===== src/rtl/fir_sample_feeder.sv =====
// fir_sample_feeder: FIFO-buffered, rate-paced sample source for the fir block.
// Ports: clk, rst (sync, active-high); in_valid/in_ready/in_sample upstream
// handshake; ena/sample strobe and data toward fir; level = FIFO occupancy;
// underflow = sticky empty-slot flag, cleared by clr_underflow.
module fir_sample_feeder #(
   parameter int W     = 16,
   parameter int DEPTH = 4,
   parameter int RATE  = 2
) (
   input  logic                       clk,
   input  logic                       rst,
   input  logic                       in_valid,
   output logic                       in_ready,
   input  logic [W-1:0]               in_sample,
   output logic                       ena,
   output logic [W-1:0]               sample,
   output logic [$clog2(DEPTH):0]     level,
   output logic                       underflow,
   input  logic                       clr_underflow
);

   localparam int AW = $clog2(DEPTH);
   localparam int LW = AW + 1;
   localparam int CW = (RATE > 1) ? $clog2(RATE) : 1;

   logic [W-1:0]  mem [DEPTH];
   logic [AW-1:0] wptr;
   logic [AW-1:0] rptr;
   logic [CW-1:0] rcnt;
   logic          tick;
   logic          push;
   logic          pop;
   logic          dry;

   // Slot timing runs free, independent of data presence.
   assign tick = (rcnt == CW'(RATE - 1));

   // Readiness uses only registered occupancy: a full FIFO never
   // accepts a word even when the same edge pops one.
   assign in_ready = (level < LW'(DEPTH)) && !rst;
   assign push     = in_valid && in_ready;

   // Registered level excludes a word written on this same edge,
   // so there is no push-to-pop bypass.
   assign pop = tick && (level != '0);
   assign dry = tick && (level == '0);

   always_ff @(posedge clk) begin
      if (push) begin
         mem[wptr] <= in_sample;
      end
   end

   always_ff @(posedge clk) begin
      if (rst) begin
         rcnt <= '0;
      end else if (tick) begin
         rcnt <= '0;
      end else begin
         rcnt <= rcnt + CW'(1);
      end
   end

   always_ff @(posedge clk) begin
      if (rst) begin
         wptr  <= '0;
         rptr  <= '0;
         level <= '0;
      end else begin
         if (push) begin
            wptr <= wptr + AW'(1);
         end
         if (pop) begin
            rptr <= rptr + AW'(1);
         end
         if (push && !pop) begin
            level <= level + LW'(1);
         end else if (pop && !push) begin
            level <= level - LW'(1);
         end
      end
   end

   always_ff @(posedge clk) begin
      if (rst) begin
         ena    <= 1'b0;
         sample <= '0;
      end else begin
         ena <= pop;
         if (pop) begin
            sample <= mem[rptr];
         end
      end
   end

   // Set has priority over a coincident clear.
   always_ff @(posedge clk) begin
      if (rst) begin
         underflow <= 1'b0;
      end else if (dry) begin
         underflow <= 1'b1;
      end else if (clr_underflow) begin
         underflow <= 1'b0;
      end
   end

endmodule


===== config.mk =====
export PLATFORM = sky130hd
export DESIGN_NAME = fir_sample_feeder
export DESIGN_NICKNAME = d
export VERILOG_FILES = /design/src/rtl/fir_sample_feeder.sv
export SDC_FILE = /design/constraint.sdc
export NUM_CORES = 1
export LEC_CHECK = 0
export ABC_AREA = 1
export ABC_CLOCK_PERIOD_IN_PS = 2500
export CAP_MARGIN = 0
export CORE_UTILIZATION = 41
export CTS_BUF_LIST = sky130_fd_sc_hd__clkbuf_8 sky130_fd_sc_hd__clkbuf_16
export DETAILED_ROUTE_END_ITERATION = 8
export PLACE_DENSITY = 0.58
export SLEW_MARGIN = 20
export SYNTH_ARGS = -nofsm -noshare
export SYNTH_HDL_FRONTEND = slang
export SYNTH_SLANG_ARGS = --single-unit

===== constraint.sdc =====
create_clock -name clk -period 2.5 [get_ports clk]
set_clock_uncertainty 0.1 [all_clocks]
set_input_delay 0.25 -clock clk [delete_from_list [all_inputs] [get_ports clk]]
set_output_delay 0.25 -clock clk [all_outputs]
set_load 0.03 [all_outputs]

Word level (Yosys, flattened, before mapping)

Memories as Yosys holds them, arrays and structs flattened. A register that Yosys moved wholly into a read port is not among the register bits.
Cells that the tools add are included.

RAM bits: 64
Output and inout port bits: 22
Word-level logic and storage cells: 33
Memories kept: 1
Bits of input ports: 20
Bits in registers: 10

Memory list:

| name | words | bits a word | rd ports | clocked after Yosys merged registers in | wr ports | line | text |
|---|---|---|---|---|---|---|---|
| mem  | 4     | 16          | 1        | 1                                       | 1        | 26   | `logic [W-1:0] mem [DEPTH];` |

Reduce and logical (&&, ||, !) cells: 14
Magnitude comparators: 1
Muxes and demuxes: 6
Add/sub/neg operators: 5

Operator list:

| kind                                             | number |
|---|---|
| logical AND 1 bit                                | 6 |
| two-way mux 3 bit                                | 2 |
| adder 2 x 1 -> 2 bit, second input constant      | 2 |
| two-way mux 1 bit                                | 4 |
| nonzero test 2 bit                               | 2 |
| adder 3 x 1 -> 3 bit, second input constant      | 1 |
| zero test 1 bit                                  | 3 |
| zero test 3 bit                                  | 1 |
| < comparator 3 bit, second input constant        | 1 |
| nonzero test 3 bit                               | 1 |
| subtractor 3 x 1 -> 3 bit, second input constant | 1 |
| OR reduction 2 bit                               | 1 |
| adder 1 bit, second input constant               | 1 |

Logic depth before layout (Yosys ltp)

Depth after elaboration: 7
Mapped depth: 13
Gate-level depth less buffers: 12

Worst setup path before layout

OpenSTA, ideal clock, no wires.

Path type: register -> register
From: register level[2]
To: memory mem[0][0], enable pin
Library setup time: 389 ps
Required time: 2011 ps
Clock period less this slack: 2376 ps
Path slack: 124 ps
Cell stages (with the launch flop): 4
Buffers on the path: 0
Arrival: 1887 ps
Cells stage by stage: dfxtp_1 nor2_1 nand2_2 nor2_1

Word-level cells in the longest chain between the ends: 5

Ends and longest elaborated chain:

| item                                    | line | text |
|---|---|---|
| start: declaration                      | 17   | `output logic [$clog2(DEPTH):0] level,` |
| start signal: assignment                | 77   | `level <= level + LW'(1);` |
| start signal: assignment                | 79   | `level <= level - LW'(1);` |
| < comparator 3 bit                      | 40   | `assign in_ready = (level < LW'(DEPTH)) && !rst;` |
| logical AND 1 bit                       | 40   |  |
| via in_ready                            | 13   | `output logic in_ready,` |
| logical AND 1 bit                       | 41   | `assign push = in_valid && in_ready;` |
| two-way mux 1 bit                       | 49   | `if (push) begin` |
| two-way mux 1 bit (implied by the code) | 50   | `mem[wptr] <= in_sample;` |
| end: declaration                        | 26   |  |

The timed path passes the listed nets, and every way through them passes these cells.

Worst setup path in the final report

From: register level[2]
To: register level[2]

Word-level cells in the longest chain between the ends: 6
Elaborated cells on any way between the ends: 14
Classes of those cells: add/sub (2); order compare (1); mux (2); reduce/logical (9)

Ends and longest elaborated chain:

| item                                | line | text |
|---|---|---|
| < comparator 3 bit                  | 40   |  |
| logical AND 1 bit                   | 40   |  |
| logical AND 1 bit                   | 41   |  |
| zero test 1 bit                     | 78   | `end else if (pop && !push) begin` |
| logical AND 1 bit                   | 78   |  |
| nonzero test 2 bit (no source line) | --   |  |

Several ways; a longest one is shown, not always the timed one. The select of a mux whose other input is x is not followed.
A chain may end at the register's enable or synchronous reset.

==> metrics.cfg <==
[outcome]
status = complete, no violations

[final_layout]
insertedDiodeCount = 0
layout-area-overhead-vs-synth_pct = 18.02
layout-drive-gt1-share = 0.07447
fill_cells = 883
nets = 491

[critical_path]
endpoint_kind = flip-flop
worst_setup_start_kind = flip-flop
crit_buf_inv = 2
cpMostUsedCell = sky130_fd_sc_hd__nand2_1
crit_path_cell_trace = nor2_2 > nand2_4 > nand2_8 > ha_1 > inv_1 > fa_1 > inv_1 > nand2_1 > nand3b_1 > nand2_1 > nand2_1 > nor2_1
crit_path_max_incr_delay_ns = 0.38
path_max_fanout = 36
worst_path_arrival_time_ns = 2.22
cp_slowest_cell = sky130_fd_sc_hd__fa_1
critical_path_required_ns = 2.66
worst-setup-path-type = reg2reg
path_delay_family = simple AND/OR/NAND/NOR gates

[synthesis]
combined_area_of_all_synthesized_cells_um2 = 3965
syn_area_per_cell_um2 = 9.418
synth-seq-cells = 90
syn-instance-count = 421
number_of_flops_mapped_to_enable_cells_by_yosys = 64
netlist_top_cells_area = sky130_fd_sc_hd__edfxtp_1, sky130_fd_sc_hd__dfxtp_1, sky130_fd_sc_hd__nand2_1, sky130_fd_sc_hd__inv_1, sky130_fd_sc_hd__nand3_1
syn_nets = 447
yosys.area.top_type_share = 0.4847
synth_top_cells_by_count = sky130_fd_sc_hd__nand2_1, sky130_fd_sc_hd__inv_1, sky130_fd_sc_hd__edfxtp_1
ys_types = 24
synth-main-ff-cell = sky130_fd_sc_hd__edfxtp_1
synthDominantAreaCellType = sky130_fd_sc_hd__edfxtp_1
async_reset_ff_frac = 0
synth-seq-area-share = 0.6160
synth.yosys.warnings = 0
post-synth-top-count-cell = sky130_fd_sc_hd__nand2_1

[cts]
clk_pin_slew_worst_paths_ns = 0.09
worst_skew_pair.late_latency_ns = 0.36
post_cts_resized = 0
clk_root_buffer_cell = sky130_fd_sc_hd__clkbuf_8
cts_num_sinks = 90
cts_hold_repair.buffers = 0
post_cts.repair.setup_buffers = 0
cts_buffers = 9
htree_num_levels = 3
cts_buffer_depth = 2
tritoncts = yes

[sta]
tightest_slew_ns = 0.6594
final.hold.worst_slack_ns = 0.3729
rsz_0062_raised_after_global_routing = no
timing.setup.tns_ns = 0
timing.final.crit_period_ns = 2.053
report.final.setup_viol = 0
worst_slew_margin_rel = 0.5598
finalHoldViolCount = 0
max_clock_freq_mhz = 487.1
fin_crit_share = 0.8212
final_max_slew_viol_count = 0

[drt]
route.detailed.wl_per_inst_um = 11.92
via_per_inst = 4.324
detailedRoute.firstIterationViolations = 107
final_routed_wirelength_mm = 7.142
antenna_left = 0
via_count = 2590
drt-pass1-iter-count = 4
drt_drc_violations_left = 0

[global_routing]
grt_use_total = 0.1595
grt_max_degree = 37
wire_length_of_the_first_global_routing_pass_mm = 11.85
antenna_found_initial = 0
first_global_vias = 2427
grt-ovfl-total = 0

[floorplan]
pin_count = 42
floorplan.initialDensity = 0.4271
placementRows = 35
core_um2 = 9284
die_h_um = 100.3
fp.dieW_um = 100.3
design.die.area_um2 = 10070

[placed_design]
dpl.hpwl_mm = 4.388
portbufs = 41
gpl.final_weighted_congestion = 0.6880

[pwr]
cellLeakagePower_nw = 2.082
power_per_cell_area_nw_per_um2 = 931.5
vdd_drop_max_v = 0.0003815

[worst_hold_path]
min-delay-path-class = reg2reg

[flow_run]
cap_viol_max_count = 0

where the power goes:
group	leakage (nW)	switching [W]	internal (W)
registers	0.794	0.000105	0.00177
logic	1.17	0.000802	0.000477
clock network	0.120	0.000536	0.000673
total	2.08	0.00144	0.00292
sequential cells by signal (all words and copies together) (netlist names):
signal     cells
ena            1
level          3
mem           64
rcnt           1
rptr           2
sample        16
underflow      1
wptr           2
cells by family after synthesis:
kind of cell    after synthesis  synth area share
compound gates                9           0.01325
xor+xnor                      1          0.002209
fa+ha+maj                     6           0.02083
buf+inv                     111            0.1335
flops                        90            0.6160
simple gates                204            0.2143
cell type report:
cell class                 count  area, um2  area share
timing repair buffer          49      470.5      0.1005
multi-input combinational    220      993.5      0.2123
tap                          129      161.4     0.03449
sequential                    90       2442      0.5219
clock inverter                 7      123.9     0.02647
clock buffer                   9      123.9     0.02647
inverter                      95      364.1     0.07781
tightest hold or removal path: cells and delay by family, from the launching register on:
kind,cells,cell delay (ns)
flops,1,0.32
simple gates,1,0.06
compound gates,1,0.05
layout by cell type (no fill, tap or decap), drive strengths merged:
master and n:
nand2 125, inv 97, edfxtp 64, nor2 43
clkdlybuf4s50 41, nand3 35, dfxtp 26, clkbuf 9
buf 8, a21oi 6, ha 5, o21ai 3
bufinv 3, xor2 1, nand3b 1, fa 1
clkinvlp 1, clkinv 1
stage by stage:
stage	util	cells	setup WS [ns]	cell area, um2	power (W)
finish	0.5040	599	0.4471	4679	0.004359
detailed placement	0.4774	583	0.2556	4432	0.003199
floorplan	-	421	0.1245	3965	0.002860
global placement	0.4774	583	0.3155	4432	0.003175
global route	0.5040	599	0.2855	4679	0.004635
CTS	0.5040	599	0.4342	4679	0.004400
layer usage:
metal,wire length [um],part of all wire,vias up,track usage
li1,-,-,1367,-
met1,3415,0.48,1161,0.2054
met2,3387,0.47,55,0.2529
met3,262,0.037,7,0.03273
met4,77,0.011,0,0.08696
met5,0,0,-,0
worst paths after layout:
check / start / endpoint / slack [ns] / depth (start not counted)
hold / removal: underflow / underflow / 0.37 / 2
hold reg to reg: underflow / underflow / 0.37 / 2
setup reg to reg: level[2] / level[2] / 0.45 / 12
setup / recovery: level[2] / level[2] / 0.45 / 12
Note: power is estimated with default switching activity, not from simulation.
